## config.mk

```make
export PLATFORM = sky130hd
export DESIGN_NAME = iob_uart16550_stream
export DESIGN_NICKNAME = d
export VERILOG_FILES = /design/src/rtl/iob_uart16550_stream.sv
export SDC_FILE = /design/constraint.sdc
export NUM_CORES = 1
export LEC_CHECK = 0
export BUFFER_PORTS_ARGS = -buffer_cell sky130_fd_sc_hd__clkbuf_2
export CAP_MARGIN = 20
export CORE_UTILIZATION = 40
export CTS_BUF_LIST = sky130_fd_sc_hd__clkbuf_16
export DETAILED_ROUTE_END_ITERATION = 6
export PLACE_DENSITY = 0.77
export RECOVER_POWER = 100
export SLEW_MARGIN = 20
export SYNTH_ARGS = -nofsm -noshare
export SYNTH_HDL_FRONTEND = slang
export SYNTH_SLANG_ARGS = --single-unit
```

## constraint.sdc

```tcl
create_clock -name clk_i -period 3.15 [get_ports clk_i]
set_clock_uncertainty 0.05 [all_clocks]
set_input_delay 0.7875 -clock clk_i [delete_from_list [all_inputs] [get_ports clk_i]]
set_output_delay 0.7875 -clock clk_i [all_outputs]
set_load 0.02 [all_outputs]
```

## src/rtl/iob_uart16550_stream.sv

```systemverilog
// IOb master that configures an iob_uart16550 for 8N1 with FIFOs, then bridges
// a TX byte stream into THR and RBR bytes out to an RX stream by polling LSR.
module iob_uart16550_stream #(
  parameter int ADDR_W   = 3,
  parameter int DATA_W   = 32,
  parameter int BAUD_DIV = 27
) (
  input  logic              clk_i,
  input  logic              cke_i,
  input  logic              rst_i,
  input  logic [7:0]        tx_data_i,
  input  logic              tx_valid_i,
  output logic              tx_ready_o,
  output logic [7:0]        rx_data_o,
  output logic              rx_valid_o,
  input  logic              rx_ready_i,
  output logic              init_done_o,
  output logic              iob_valid_o,
  output logic [ADDR_W-1:0] iob_addr_o,
  output logic [DATA_W-1:0] iob_wdata_o,
  output logic [DATA_W/8-1:0] iob_wstrb_o,
  input  logic              iob_ready_i,
  input  logic              iob_rvalid_i,
  input  logic [DATA_W-1:0] iob_rdata_i
);
  // state  | meaning
  // W_LCR1 | LCR <= 83, open divisor latch
  // W_DLL  | divisor low byte
  // W_DLM  | divisor high byte
  // W_LCR2 | LCR <= 03, close divisor latch
  // W_FCR  | enable and clear FIFOs
  // W_IER  | interrupts off; acceptance ends init
  // IDLE   | start next poll
  // RD_LSR | read line status, pick RX, TX or nothing
  // RD_RBR | read one RX byte into the holding register
  // WR_THR | write one TX byte

  localparam int          STRB_W = DATA_W / 8;
  localparam logic [15:0] DIV    = 16'(BAUD_DIV);

  typedef enum logic [3:0] {
    W_LCR1, W_DLL, W_DLM, W_LCR2, W_FCR, W_IER, IDLE, RD_LSR, RD_RBR, WR_THR
  } state_t;

  state_t              state;
  logic                rd_wait;
  logic [ADDR_W-1:0]   req_addr;
  logic [7:0]          req_byte;
  logic                req_wr;
  logic [STRB_W-1:0]   req_strb;
  logic [7:0]          rd_byte;

  always_comb begin
    req_addr = '0;
    req_byte = '0;
    req_wr   = 1'b1;
    case (state)
      W_LCR1:  begin req_addr = ADDR_W'(3); req_byte = 8'h83;     end
      W_DLL:   begin req_addr = ADDR_W'(0); req_byte = DIV[7:0];  end
      W_DLM:   begin req_addr = ADDR_W'(1); req_byte = DIV[15:8]; end
      W_LCR2:  begin req_addr = ADDR_W'(3); req_byte = 8'h03;     end
      W_FCR:   begin req_addr = ADDR_W'(2); req_byte = 8'h07;     end
      W_IER:   begin req_addr = ADDR_W'(1); req_byte = 8'h00;     end
      RD_LSR:  begin req_addr = ADDR_W'(5); req_wr = 1'b0;        end
      RD_RBR:  begin req_addr = ADDR_W'(0); req_wr = 1'b0;        end
      WR_THR:  begin req_addr = ADDR_W'(0); req_byte = tx_data_i; end
      default: req_wr = 1'b0;
    endcase
  end

  assign req_strb = req_wr ? (STRB_W'(1) << req_addr[1:0]) : '0;
  // the address register holds until the next issue, so it selects the read lane
  assign rd_byte  = iob_rdata_i[{iob_addr_o[1:0], 3'b000} +: 8];
  assign tx_ready_o = cke_i & iob_valid_o & iob_ready_i & (state == WR_THR);

  always_ff @(posedge clk_i) begin
    if (cke_i) begin
      if (rst_i) begin
        state       <= W_LCR1;
        rd_wait     <= 1'b0;
        iob_valid_o <= 1'b0;
        iob_addr_o  <= '0;
        iob_wdata_o <= '0;
        iob_wstrb_o <= '0;
        rx_data_o   <= '0;
        rx_valid_o  <= 1'b0;
        init_done_o <= 1'b0;
      end else begin
        if (rx_valid_o && rx_ready_i) rx_valid_o <= 1'b0;
        if (iob_valid_o) begin
          if (iob_ready_i) begin
            iob_valid_o <= 1'b0;
            if (iob_wstrb_o == '0) rd_wait <= 1'b1;
            else begin
              case (state)
                W_LCR1:  state <= W_DLL;
                W_DLL:   state <= W_DLM;
                W_DLM:   state <= W_LCR2;
                W_LCR2:  state <= W_FCR;
                W_FCR:   state <= W_IER;
                W_IER:   begin state <= IDLE; init_done_o <= 1'b1; end
                default: state <= IDLE;
              endcase
            end
          end
        end else if (rd_wait) begin
          if (iob_rvalid_i) begin
            rd_wait <= 1'b0;
            if (state == RD_LSR) begin
              // RX first; a full holding register lets TX through
              if (rd_byte[0] && !rx_valid_o)     state <= RD_RBR;
              else if (rd_byte[5] && tx_valid_i) state <= WR_THR;
              else                               state <= IDLE;
            end else begin
              rx_data_o  <= rd_byte;
              rx_valid_o <= 1'b1;
              state      <= IDLE;
            end
          end
        end else if (state == IDLE) begin
          state <= RD_LSR;
        end else begin
          iob_valid_o <= 1'b1;
          iob_addr_o  <= req_addr;
          iob_wdata_o <= {STRB_W{req_byte}};
          iob_wstrb_o <= req_strb;
        end
      end
    end
  end

endmodule
```

Word level (Yosys, flattened, before mapping)
Index checks and enable logic that the tools add are counted.

Output and inout port bits: 51. Input port bits: 47. Memory bits (read-only): 0. Register bits: 55. Logic and storage cells: 96. Latch bits: 0. Memory bits (writable): 0. Memories: 0.

Multiply operators: 0. Add/sub/neg operators: 0. $lt $le $gt $ge: 0. Shift-type cells: 2. Div/mod/pow operators: 0. Reductions and logical operators: 20. Bitwise gates (word level): 3. Eq/ne operators: 17. Mux-type cells: 45.

Operator list (count): $mux W32 (3); $mux W4 (13); $pmux W8 S5 (1); $mux W8 (4); $shiftx A32 B6 Y8 (1); $mux W1 (19); $eq A4 B3 Y1 const B (4); $pmux W3 S5 (1); $reduce_and A5 Y1 (3); $pmux W3 S4 (1); $ne A2 B2 Y1 const B (5); $reduce_bool A2 Y1 (5); $mux W3 (3); $eq A4 B2 Y1 const B (2); $logic_not A4 Y1 (2); $reduce_or A7 Y1 (1); $ne A3 B2 Y1 const B (2); $eq A4 B1 Y1 const B (1); $eq A4 B4 Y1 const B (1); $ne A4 B4 Y1 const B (1); $reduce_and A4 Y1 (1); $reduce_bool A4 Y1 (1); $reduce_or A2 Y1 (2); $shl A1 B2 Y4 const A (1); other kinds (5) (9).

Depth between registers and ports, before layout
Depth in word-level cells: 8. Mapped depth: 5.

Least setup slack after synthesis
No wires, ideal clock.

Path type: in2reg. Start: input rst_i. End: register iob_addr_o[0] (enable). Buffers on the path: 2. Required time: 2.708 ns. Arrival: 2.129 ns. Setup slack: 0.579 ns. Stages on the path: 4. Cells stage by stage: clkbuf_1 -> inv_1 -> clkbuf_1 -> a21oi_1.

Word-level cells in the longest chain between the ends: 2.

RTL lines: start, declared (line 10) `input logic rst_i,`; $ne A2 B2 Y1 (no line); $reduce_and A4 Y1 (no line) (*); end signal, assigned (line 124) `iob_addr_o <= req_addr;`; end, declared (line 19) `output logic [ADDR_W-1:0] iob_addr_o,`.

Every way passes the cells marked *; elsewhere a longest branch is shown, timed or not. A chain may end at the register's enable or synchronous reset.

Worst setup path in the final report
Start: register state[3]. End: output tx_ready_o.

Word-level cells in the longest chain between the ends: 2.

RTL lines: start, declared (line 45) `state_t state;`; start signal, assigned (line 79) `state <= W_LCR1;`; start signal, assigned (line 96) `W_LCR1: state <= W_DLL;`; start signal, assigned (line 97) `W_DLL: state <= W_DLM;`; $eq A4 B4 Y1 (line 74) `assign tx_ready_o = cke_i & iob_valid_o & iob_ready_i & (state == WR_THR);`; $and A1 B1 Y1 (line 74); end, declared (line 13) `output logic tx_ready_o,`.

Every way passes these cells.

==> results.cfg <==
[pwr]
p_leak_nw = 0.923
ir_worst_vdd_mv = 0.251
p_clk_share_pct = 42.5
switchingPower_mw = 0.302
power.density_mw_per_mm2 = 534
p_int_mw = 0.931
seqPwrFrac_pct = 42.0
p_comb_share_pct = 15.5
swShare_pct = 24.5

[finish]
num_antenna_cells = 0
final_util_pct = 51.9
nets = 288
drive_above_1_share_pct = 21.9
area_delta_synth_final_pct = 22.3

[detailed_routing]
finalWirelength_mm = 4.08
dr.first_iter.drc_count = 85
wl_per_cell_um = 13.9
vias = 1493
viasPerCell = 5.08
drc = 19
ant_nets = 0
drtPass1Iterations = 6

[floorplanning]
die_w_um = 70.7
ioPinCount = 98
die_area_mm2 = 0.00500
fp-row-count = 24
initial_core_util_pct = 42.5
coreArea_mm2 = 0.00444
die_y_um = 70.7

[timing]
worst_pin_slew_ns = 0.840
final_max_slew_viol_count = 0
fmax_mhz = 411
min_period_ns = 2.43
hold_viol = 0
period_share_pct = 77.2
rsz0062_at_grt = false
setup_viol = 0
maxSlewHeadroom_pct = 44.0
tns_ns = 0

[outcome]
violations = design-rule violations
status = finished, violations left

[cts]
cts_made_buffers = 5
htreeDepth = 2
cts-root-buf = clkbuf_16
cts_resized = 0
numClockSinks = 31
worstSkewPairLatency_ns = 0.27
post-cts-setup-buffers = 0
clock_path_buffers = 2
clk_transition_reported_paths_ns = 0.05
cts_hold_buf = 0
cts_tree = done

[yosys]
syn-num-nets = 216
synth_cell_types = 35
syn_area_mm2 = 0.00189
seq_area_frac_synth_pct = 49.3
ys_warn_count = 0
synth_cells = 169
syn_area_per_cell_um2 = 11.2
synth-seq-cells = 31

[placement]
hpwl_mm = 3.11
gp_congestion = 0.923
portBuffers = 97

[grt]
grt_pass1_wl_mm = 6.65
antenna_found_initial = 0
grt_util_all_layers_pct = 17.3
grt-ovfl-total = 0
grt_pass1_vias = 1470
grt_max_degree = 19

[min_path]
hold_class = flop to flop

[critical_path]
cp_max_fo = 12
arrival_ns = 1.60
end_kind = output port
path_class = flop to output port
startpoint_type = flop
critPathRequiredTime_ns = 2.31

[run]
cap_violations = 0
## cell usage in the layout, fill, tap and decap left out, types with 6 or more instances in the layout
cell type / instances
nand2b_1: 7
a21oi_1: 12
mux4_1: 6
clkbuf_2: 44
edfxtp_1: 31
nor2_1: 15
clkbuf_1: 55
nand2_1: 9
inv_1: 9
## kinds of logic (layout without fill, tap and decap cells)
kind of cell    after synthesis  in the layout  synth area share (%)
buf+inv                      43            116                  13.9
compound gates               26             26                  9.55
mux                          10             10                  10.8
simple gates                 59             59                  16.4
flops                        31             31                  49.3
## metal layers
layer | up-vias | global-route usage, % | routed length, um
li1 | 732 | - | -
met1 | 677 | 19.8 | 1670
met2 | 78 | 30.7 | 2020
met3 | 6 | 4.70 | 323
met4 | 0 | 7.33 | 70
met5 | - | 0 | 0
## final timing paths
| kind | from | to | slack [ns] | depth (start not counted) |
|---|---|---|---|---|
| max | state[3] | tx_ready_o | 0.72 | 4 |
| min | rx_valid_o | rx_valid_o | 0.64 | 2 |
| max reg2reg | state[3] | rx_data_o[5] | 0.88 | 4 |
| min reg2reg | rx_valid_o | rx_valid_o | 0.64 | 2 |
## Yosys cell counts, drive strengths merged
| master | count | area, um2 |
|---|---|---|
| a21oi | 12 | 60.1 |
| a2111oi | 2 | 23.8 |
| nand3 | 1 | 5.00 |
| o21a | 1 | 7.51 |
| a311oi | 1 | 8.76 |
| or2 | 1 | 6.26 |
| and3 | 2 | 12.5 |
| nor3 | 4 | 20.0 |
| o21ai | 1 | 5.00 |
| nand2b | 7 | 43.8 |
| a31oi | 2 | 12.5 |
| o21bai | 1 | 7.51 |
| inv | 9 | 33.8 |
| or3 | 1 | 6.26 |
| a2bb2oi | 2 | 23.8 |
| nand2 | 9 | 33.8 |
| buf | 28 | 206 |
| a211oi | 3 | 22.5 |
| nor4 | 4 | 25.0 |
| edfxtp | 31 | 931 |
| or4b | 1 | 10.0 |
| nand4b | 1 | 8.76 |
| and2 | 9 | 56.3 |
| a32oi | 1 | 8.76 |
| mux4 | 6 | 158 |
| nor2b | 4 | 25.0 |
| clkbuf | 6 | 22.5 |
| nor2 | 15 | 56.3 |
| mux2i | 2 | 20.0 |
| mux2 | 2 | 26.3 |
## through the flow
stage | hold WS [ns] | setup WS (ns) | cell area (um2) | total power [mW] | std cells
floorplan | 0.596 | 0.579 | 1890 | 0.672 | 169
global placement | 0.650 | 1.03 | 2220 | 0.725 | 286
detailed placement | 0.637 | 0.954 | 2220 | 0.728 | 286
CTS | 0.650 | 0.815 | 2390 | 1.25 | 294
global route | 0.725 | 0.627 | 2310 | 1.28 | 294
finish | 0.639 | 0.717 | 2310 | 1.23 | 294
## state kept, by name (all words and copies together) (netlist names)
signal	flops
rx_data_o	8
state	4
iob_addr_o	3
iob_wstrb_o	4
iob_wdata_o	8
rx_valid_o	1
rd_wait	1
init_done_o	1
iob_valid_o	1
## power by group through the flow
| stage | Combinational (mW) | Clock, mW | Sequential, mW |
|---|---|---|---|
| finish | 0.191 | 0.524 | 0.517 |
| detailed placement | 0.203 | 0 | 0.525 |
| global placement | 0.201 | 0 | 0.524 |
| floorplan | 0.139 | 0 | 0.533 |
| CTS | 0.204 | 0.532 | 0.518 |
| global route | 0.209 | 0.553 | 0.523 |
## critical path, stage by stage, from the launching register on
cell	delay [ns]
edfxtp_1	0.56
nor2b_1	0.35
nand2_1	0.09
nor2_1	0.09
clkbuf_1	0.23
## area by class of cell
type,count,area [um2]
multi-input combinational,95,687
sequential,31,931
fill,428,2140
tap,52,65.1
clock inverter,3,38.8
timing repair buffer,99,427
inverter,9,33.8
clock buffer,5,125
Power figures use the tool's default switching activity.
